==> src/rtl/vga_timing_pkg.sv <==
// vga_timing_pkg: 640x480@60 Hz timing constants, count width and the
// display-phase enum shared by the horizontal and vertical sequencers.
package vga_timing_pkg;

  localparam int unsigned CNT_W = 10;

  localparam int unsigned VGA_DIV      = 4;
  localparam int unsigned VGA_H_ACTIVE = 640;
  localparam int unsigned VGA_H_FP     = 16;
  localparam int unsigned VGA_H_SYNC   = 96;
  localparam int unsigned VGA_H_BP     = 48;
  localparam int unsigned VGA_V_ACTIVE = 480;
  localparam int unsigned VGA_V_FP     = 10;
  localparam int unsigned VGA_V_SYNC   = 2;
  localparam int unsigned VGA_V_BP     = 33;

  localparam int unsigned VGA_H_TOTAL = VGA_H_ACTIVE + VGA_H_FP + VGA_H_SYNC + VGA_H_BP;
  localparam int unsigned VGA_V_TOTAL = VGA_V_ACTIVE + VGA_V_FP + VGA_V_SYNC + VGA_V_BP;

  typedef enum logic [1:0] {
    PH_ACT  = 2'd0,
    PH_FP   = 2'd1,
    PH_SYNC = 2'd2,
    PH_BP   = 2'd3
  } phase_e;

  // Phase transition on the count value that is about to be registered.
  function automatic phase_e next_phase(input phase_e cur,
                                        input logic [CNT_W-1:0] cnt,
                                        input logic [CNT_W-1:0] fp_at,
                                        input logic [CNT_W-1:0] sync_at,
                                        input logic [CNT_W-1:0] bp_at);
    next_phase = cur;
    case (cur)
      PH_ACT:  if (cnt == fp_at)   next_phase = PH_FP;
      PH_FP:   if (cnt == sync_at) next_phase = PH_SYNC;
      PH_SYNC: if (cnt == bp_at)   next_phase = PH_BP;
      PH_BP:   if (cnt == '0)      next_phase = PH_ACT;
      default: next_phase = PH_BP;
    endcase
  endfunction

endpackage

==> src/rtl/vga_timing_ctrl_pixel_tick_gen.sv <==
// pixel_tick_gen: divides the system clock into a one-cycle pixel-advance
// pulse every DIV clocks.
//   clk, reset (async, active-high), en (low = idle, counter cleared)
//   tick_c   : combinational "pix_tick will be high next cycle"
//   pix_tick : registered pixel-advance enable
module pixel_tick_gen #(
  parameter int unsigned DIV = 4
) (
  input  logic clk,
  input  logic reset,
  input  logic en,
  output logic tick_c,
  output logic pix_tick
);

  localparam int unsigned   DW       = $clog2(DIV);
  localparam logic [DW-1:0] DIV_LAST = DW'(DIV - 1);

  logic [DW-1:0] div_cnt_q, div_cnt_d;
  logic          pix_tick_q, pix_tick_d;

  // Counter runs 0..DIV-1; the wrap cycle is the tick.
  always_comb begin
    tick_c     = en && (div_cnt_q == DIV_LAST);
    div_cnt_d  = '0;
    if (en && !tick_c) div_cnt_d = div_cnt_q + DW'(1);
    pix_tick_d = tick_c;
  end

  always_ff @(posedge clk or posedge reset) begin
    if (reset) begin
      div_cnt_q  <= '0;
      pix_tick_q <= 1'b0;
    end else begin
      div_cnt_q  <= div_cnt_d;
      pix_tick_q <= pix_tick_d;
    end
  end

  assign pix_tick = pix_tick_q;

endmodule

==> src/rtl/vga_timing_ctrl.sv <==
// vga_timing_ctrl: 640x480@60 Hz raster timing from the 100 MHz system clock.
//   clk, reset (async, active-high), en (low = synchronous idle)
//   pix_tick               : one-clk pixel-advance pulse every DIV clks
//   x, y                   : raster position, change only with pix_tick
//   video_on, hsync, vsync : decoded from the position, aligned with x/y
//   line_start/frame_start : one-clk strobes when x / (x,y) become 0
module vga_timing_ctrl
  import vga_timing_pkg::*;
#(
  parameter int unsigned DIV      = VGA_DIV,
  parameter int unsigned H_ACTIVE = VGA_H_ACTIVE,
  parameter int unsigned H_FP     = VGA_H_FP,
  parameter int unsigned H_SYNC   = VGA_H_SYNC,
  parameter int unsigned H_BP     = VGA_H_BP,
  parameter int unsigned V_ACTIVE = VGA_V_ACTIVE,
  parameter int unsigned V_FP     = VGA_V_FP,
  parameter int unsigned V_SYNC   = VGA_V_SYNC,
  parameter int unsigned V_BP     = VGA_V_BP,
  parameter logic        SYNC_ACT = 1'b0
) (
  input  logic             clk,
  input  logic             reset,
  input  logic             en,
  output logic             pix_tick,
  output logic [CNT_W-1:0] x,
  output logic [CNT_W-1:0] y,
  output logic             video_on,
  output logic             hsync,
  output logic             vsync,
  output logic             line_start,
  output logic             frame_start
);

  localparam int unsigned H_TOTAL = H_ACTIVE + H_FP + H_SYNC + H_BP;
  localparam int unsigned V_TOTAL = V_ACTIVE + V_FP + V_SYNC + V_BP;

  localparam logic [CNT_W-1:0] H_LAST    = CNT_W'(H_TOTAL - 1);
  localparam logic [CNT_W-1:0] H_FP_AT   = CNT_W'(H_ACTIVE);
  localparam logic [CNT_W-1:0] H_SYNC_AT = CNT_W'(H_ACTIVE + H_FP);
  localparam logic [CNT_W-1:0] H_BP_AT   = CNT_W'(H_ACTIVE + H_FP + H_SYNC);
  localparam logic [CNT_W-1:0] V_LAST    = CNT_W'(V_TOTAL - 1);
  localparam logic [CNT_W-1:0] V_FP_AT   = CNT_W'(V_ACTIVE);
  localparam logic [CNT_W-1:0] V_SYNC_AT = CNT_W'(V_ACTIVE + V_FP);
  localparam logic [CNT_W-1:0] V_BP_AT   = CNT_W'(V_ACTIVE + V_FP + V_SYNC);

  logic tick_c;

  logic [CNT_W-1:0] x_q, x_d, y_q, y_d;
  phase_e           h_ph_q, h_ph_d, v_ph_q, v_ph_d;
  logic             video_on_q, video_on_d;
  logic             hsync_q, hsync_d, vsync_q, vsync_d;
  logic             line_start_q, line_start_d;
  logic             frame_start_q, frame_start_d;

  pixel_tick_gen #(
    .DIV (DIV)
  ) u_pixel_tick_gen (
    .clk      (clk),
    .reset    (reset),
    .en       (en),
    .tick_c   (tick_c),
    .pix_tick (pix_tick)
  );

  // Counters, phase sequencers and decode; everything is computed from the
  // next count so registered outputs line up with x/y in the same cycle.
  always_comb begin
    x_d           = x_q;
    y_d           = y_q;
    h_ph_d        = h_ph_q;
    v_ph_d        = v_ph_q;
    video_on_d    = video_on_q;
    hsync_d       = hsync_q;
    vsync_d       = vsync_q;
    line_start_d  = 1'b0;
    frame_start_d = 1'b0;

    if (!en) begin
      x_d        = H_LAST;
      y_d        = V_LAST;
      h_ph_d     = PH_BP;
      v_ph_d     = PH_BP;
      video_on_d = 1'b0;
      hsync_d    = ~SYNC_ACT;
      vsync_d    = ~SYNC_ACT;
    end else if (tick_c) begin
      if (x_q == H_LAST) begin
        x_d = '0;
        y_d = (y_q == V_LAST) ? '0 : y_q + CNT_W'(1);
      end else begin
        x_d = x_q + CNT_W'(1);
      end

      h_ph_d = next_phase(h_ph_q, x_d, H_FP_AT, H_SYNC_AT, H_BP_AT);
      v_ph_d = next_phase(v_ph_q, y_d, V_FP_AT, V_SYNC_AT, V_BP_AT);

      video_on_d    = (h_ph_d == PH_ACT) && (v_ph_d == PH_ACT);
      hsync_d       = (h_ph_d == PH_SYNC) ? SYNC_ACT : ~SYNC_ACT;
      vsync_d       = (v_ph_d == PH_SYNC) ? SYNC_ACT : ~SYNC_ACT;
      line_start_d  = (x_d == '0);
      frame_start_d = (x_d == '0) && (y_d == '0);
    end
  end

  always_ff @(posedge clk or posedge reset) begin
    if (reset) begin
      x_q           <= H_LAST;
      y_q           <= V_LAST;
      h_ph_q        <= PH_BP;
      v_ph_q        <= PH_BP;
      video_on_q    <= 1'b0;
      hsync_q       <= ~SYNC_ACT;
      vsync_q       <= ~SYNC_ACT;
      line_start_q  <= 1'b0;
      frame_start_q <= 1'b0;
    end else begin
      x_q           <= x_d;
      y_q           <= y_d;
      h_ph_q        <= h_ph_d;
      v_ph_q        <= v_ph_d;
      video_on_q    <= video_on_d;
      hsync_q       <= hsync_d;
      vsync_q       <= vsync_d;
      line_start_q  <= line_start_d;
      frame_start_q <= frame_start_d;
    end
  end

  assign x           = x_q;
  assign y           = y_q;
  assign video_on    = video_on_q;
  assign hsync       = hsync_q;
  assign vsync       = vsync_q;
  assign line_start  = line_start_q;
  assign frame_start = frame_start_q;

endmodule

==> config.mk <==
export PLATFORM = sky130hd
export DESIGN_NAME = vga_timing_ctrl
export DESIGN_NICKNAME = d
export VERILOG_FILES = /design/src/rtl/vga_timing_pkg.sv /design/src/rtl/vga_timing_ctrl_pixel_tick_gen.sv /design/src/rtl/vga_timing_ctrl.sv
export SDC_FILE = /design/constraint.sdc
export NUM_CORES = 1
export LEC_CHECK = 0
export ABC_AREA = 1
export BUFFER_PORTS_ARGS = -buffer_cell sky130_fd_sc_hd__buf_2
export CORE_UTILIZATION = 53
export DETAILED_ROUTE_END_ITERATION = 10
export PLACE_DENSITY = 0.86
export SLEW_MARGIN = 30
export SYNTH_ARGS = -nofsm -noshare
export SYNTH_HDL_FRONTEND = slang
export SYNTH_SLANG_ARGS = --single-unit
export TNS_END_PERCENT = 20
==> constraint.sdc <==
create_clock -name clk -period 1.95 [get_ports clk]
set_input_delay 0.195 -clock clk [delete_from_list [all_inputs] [get_ports clk]]
set_output_delay 0.195 -clock clk [all_outputs]
set_load 0.1 [all_outputs]
==> metrics <==
endpoint type of the worst setup path flop; worst reg2reg path startpoint x[0]$_DFFE_PP1P_; Worst Hold Class in -> reg; TritonCTS Buffers 5; wire length of the first global-routing pass 11470 um; number of distinct library cells after synthesis 29; Critical Path Source Type flop; power share of the sequential group 29.9%; critical path arrival 2.62 ns; Ant. Diodes 0; Detailed Route Iter0 Violations 341; result of the run finished with violations; clock latency at the later pin of the worst-skew pair 0.30 ns; share of async-settable or async-resettable flops after synthesis 100.0%; area of all placed cells without fillers 3162 um2; wire length after detailed routing 7468 um; Tightest Pin Transition 0.6883 ns; antenna violations before repair 0; GRT Overall Usage 33.99%; RSZ-0062 raised after global routing yes; placement-stage cell area 2932 um2; H-Tree Level Count 2; max-slew violations 0; clk slew on worst S/H paths 0.07 ns; count of input and output buffers 28; Worst Setup SP x[0]$_DFFE_PP1P_; sequential area share after synthesis 35.44%; power density cells 800.7 nW/um2; most common cell after layout, fill and taps aside sky130_fd_sc_hd__nand2_1; CTS tree yes; clock power share 25.3%; die extent in y 68.11 um; hold path startpoint en; total global routing overflow 0; WHS 0.3003 ns; most frequent cells in the layout sky130_fd_sc_hd__nand2_1, sky130_fd_sc_hd__inv_1, sky130_fd_sc_hd__buf_4; Max-Slew Margin vs Limit 54.07%; DRC violation count after routing 0; Gate Count Post-Synth 339; internal power of the cells 1476 uW; Starting Density 56.67%; highest fanout seen on the critical path 7; standby leakage power 0.001669 uW; I/O pins 29; net switching power 1056 uW; switching fraction of total power 41.70%; area growth from synthesis to final layout 36.52%; Syn Nets 347; peak clock frequency supported by timing 0.4144 GHz; placer congestion estimate 0.9348; Via-to-Cell Ratio 5.815; routed vias 2762; reg-to-reg slack, setup -0.46 ns; clock tree root buffer cell sky130_fd_sc_hd__clkbuf_8; placeable core area 4086 um2; Layout Nets 432; clock tree buffer depth 2; minimum clock period after layout 2.413 ns; setup skew after layout 0.009662 ns; violated checks negative setup slack; count of warnings emitted by yosys 0; data required time of the worst path 2.16 ns; die area 4638 um2; count of non-filler cells in the finished layout 475; final critical-path share of the clock period 123.8%; combinational power share 44.8%; count of endpoints failing setup in the final report 10; peak supply drop 635.9 uV; maximum number of pins on one net before global-route repair 33; setup tns final -3.077 ns; #FFs+latches synth 32; Pre-Repair DR Iteration Count 5; post-route setup slack -0.4632 ns; HPWL Detailed 4991 um; Die Width 68.11 um; final hold viol count 0; number of flops mapped to enable cells by yosys 0; Filler Cells Inserted 300; number of cells after detailed placement 465; clk sink count 32; per-cell routed wire length 15.72 um; via count of the first global-routing pass 2543; number of nets with antenna violations after detailed routing 0; Netlist Area Pre-Place 2316 um2; Post-synth top flop sky130_fd_sc_hd__dfstp_2; num rows 23; layout cells sized above 1 38.82%; Mean Syn Cell Area 6.832 um2; category of the critical setup timing path reg -> reg; max-cap violation count 0
## area by class of cell
type,count,area (um2),share of cell area (%)
timing repair buffer,81,540.5,17.10
clock inverter,2,35.03,1.108
multi-input combinational,247,1386,43.85
clock buffer,6,72.57,2.295
inverter,57,215.2,6.806
tap,50,62.56,1.979
sequential,32,849.6,26.87
## Yosys cell counts, types with 2 or more instances
cell,n,area (um2)
sky130_fd_sc_hd__ha_1,5,62.56
sky130_fd_sc_hd__o22ai_1,11,68.82
sky130_fd_sc_hd__nand4_1,12,75.07
sky130_fd_sc_hd__clkbuf_1,3,11.26
sky130_fd_sc_hd__dfstp_2,16,420.4
sky130_fd_sc_hd__nand3_2,5,50.05
sky130_fd_sc_hd__nor2_2,5,31.28
sky130_fd_sc_hd__nand2_1,99,371.6
sky130_fd_sc_hd__nand3_1,28,140.1
sky130_fd_sc_hd__o21ai_0,7,35.03
sky130_fd_sc_hd__o21ai_1,3,15.01
sky130_fd_sc_hd__nor2_4,5,56.30
sky130_fd_sc_hd__a21oi_1,4,20.02
sky130_fd_sc_hd__a31oi_1,2,12.51
sky130_fd_sc_hd__nor2_1,39,146.4
sky130_fd_sc_hd__inv_2,3,11.26
sky130_fd_sc_hd__inv_1,52,195.2
sky130_fd_sc_hd__a22oi_1,8,60.06
sky130_fd_sc_hd__nor3_1,4,20.02
sky130_fd_sc_hd__dfrtp_1,16,400.4
sky130_fd_sc_hd__nand2_2,4,25.02
## cell families (layout without fill, tap and decap cells)
kind of cell    Yosys count  count (layout)  share of synthesized area [%]
fa+ha+maj                 5               5                          2.701
simple gates            205             205                          42.19
flops                    32              32                          35.44
buf+inv                  60             146                          9.778
compound gates           37              37                          9.887
## power groups by stage
stage	Combinational (uW)	Sequential, uW	Clock, uW
after floorplan	498	952	0
after global placement	974	761	0
after detailed placement	1000	763	0
after CTS	1030	752	641
after global routing	1210	761	678
final	1130	756	641
## critical path, stage by stage, from the launching register on
cell	delay (ns)
sky130_fd_sc_hd__dfstp_4	0.63
sky130_fd_sc_hd__buf_4	0.15
sky130_fd_sc_hd__nand3_1	0.12
sky130_fd_sc_hd__nor2_2	0.15
sky130_fd_sc_hd__nand2_1	0.07
sky130_fd_sc_hd__nand2_1	0.06
sky130_fd_sc_hd__nand2_1	0.11
sky130_fd_sc_hd__inv_1	0.10
sky130_fd_sc_hd__nand2_1	0.09
sky130_fd_sc_hd__nor2_2	0.19
sky130_fd_sc_hd__a31oi_1	0.12
sky130_fd_sc_hd__nor2_1	0.22
sky130_fd_sc_hd__inv_1	0.11
sky130_fd_sc_hd__a22oi_1	0.20
## sequential cells by signal (all words and copies together) (netlist names)
register / cells
v_ph_q: 2
u_pixel_tick_gen.pix_tick: 1
vsync: 1
h_ph_q: 2
frame_start: 1
y: 10
video_on: 1
hsync: 1
u_pixel_tick_gen.div_cnt_q: 2
x: 10
line_start: 1
## repair_timing
item | 4_1_cts | 5_1_grt
pin swaps | 2 | 3
gates resized for setup | 10 | 21
hold buffers | 1 | 0
setup endpoints to repair | 9 | 10
buffers inserted | 0 | 1
hold endpoints to repair | 16 | 0
## through the flow
stage	worst slack (ns)	utilization (%)	power, uW
floorplan	-0.3381	-	1450
global placement	-0.2361	71.74	1735
detailed placement	-0.3061	71.74	1767
CTS	-0.3282	75.32	2427
global route	-0.5314	77.37	2647
finish	-0.4632	77.37	2532
## per-layer routing
metal	vias up	wire length, um	GRT usage, %
li1	1260	-	-
met5	-	0	0
met4	0	383	20.05
met3	51	658	6.500
met2	196	3608	56.86
met1	1255	2817	40.08
## path summary, 6_finish.rpt
| kind | cells after the start | to |
|---|---|---|
| worst max-delay path | 13 | h_ph_q[1]$_DFFE_PP1P_ |
| worst min-delay path | 4 | v_ph_q[0]$_DFFE_PP1P_ |
| worst max register to register | 13 | h_ph_q[1]$_DFFE_PP1P_ |
| worst min register to register | 1 | u_pixel_tick_gen.div_cnt_q[0]$_DFF_PP0_ |
| max in group asynchronous | 4 | x[8]$_DFFE_PP1P_ |
| min in group asynchronous | 4 | line_start$_DFF_PP0_ |
Power figures use the tool's default switching activity.
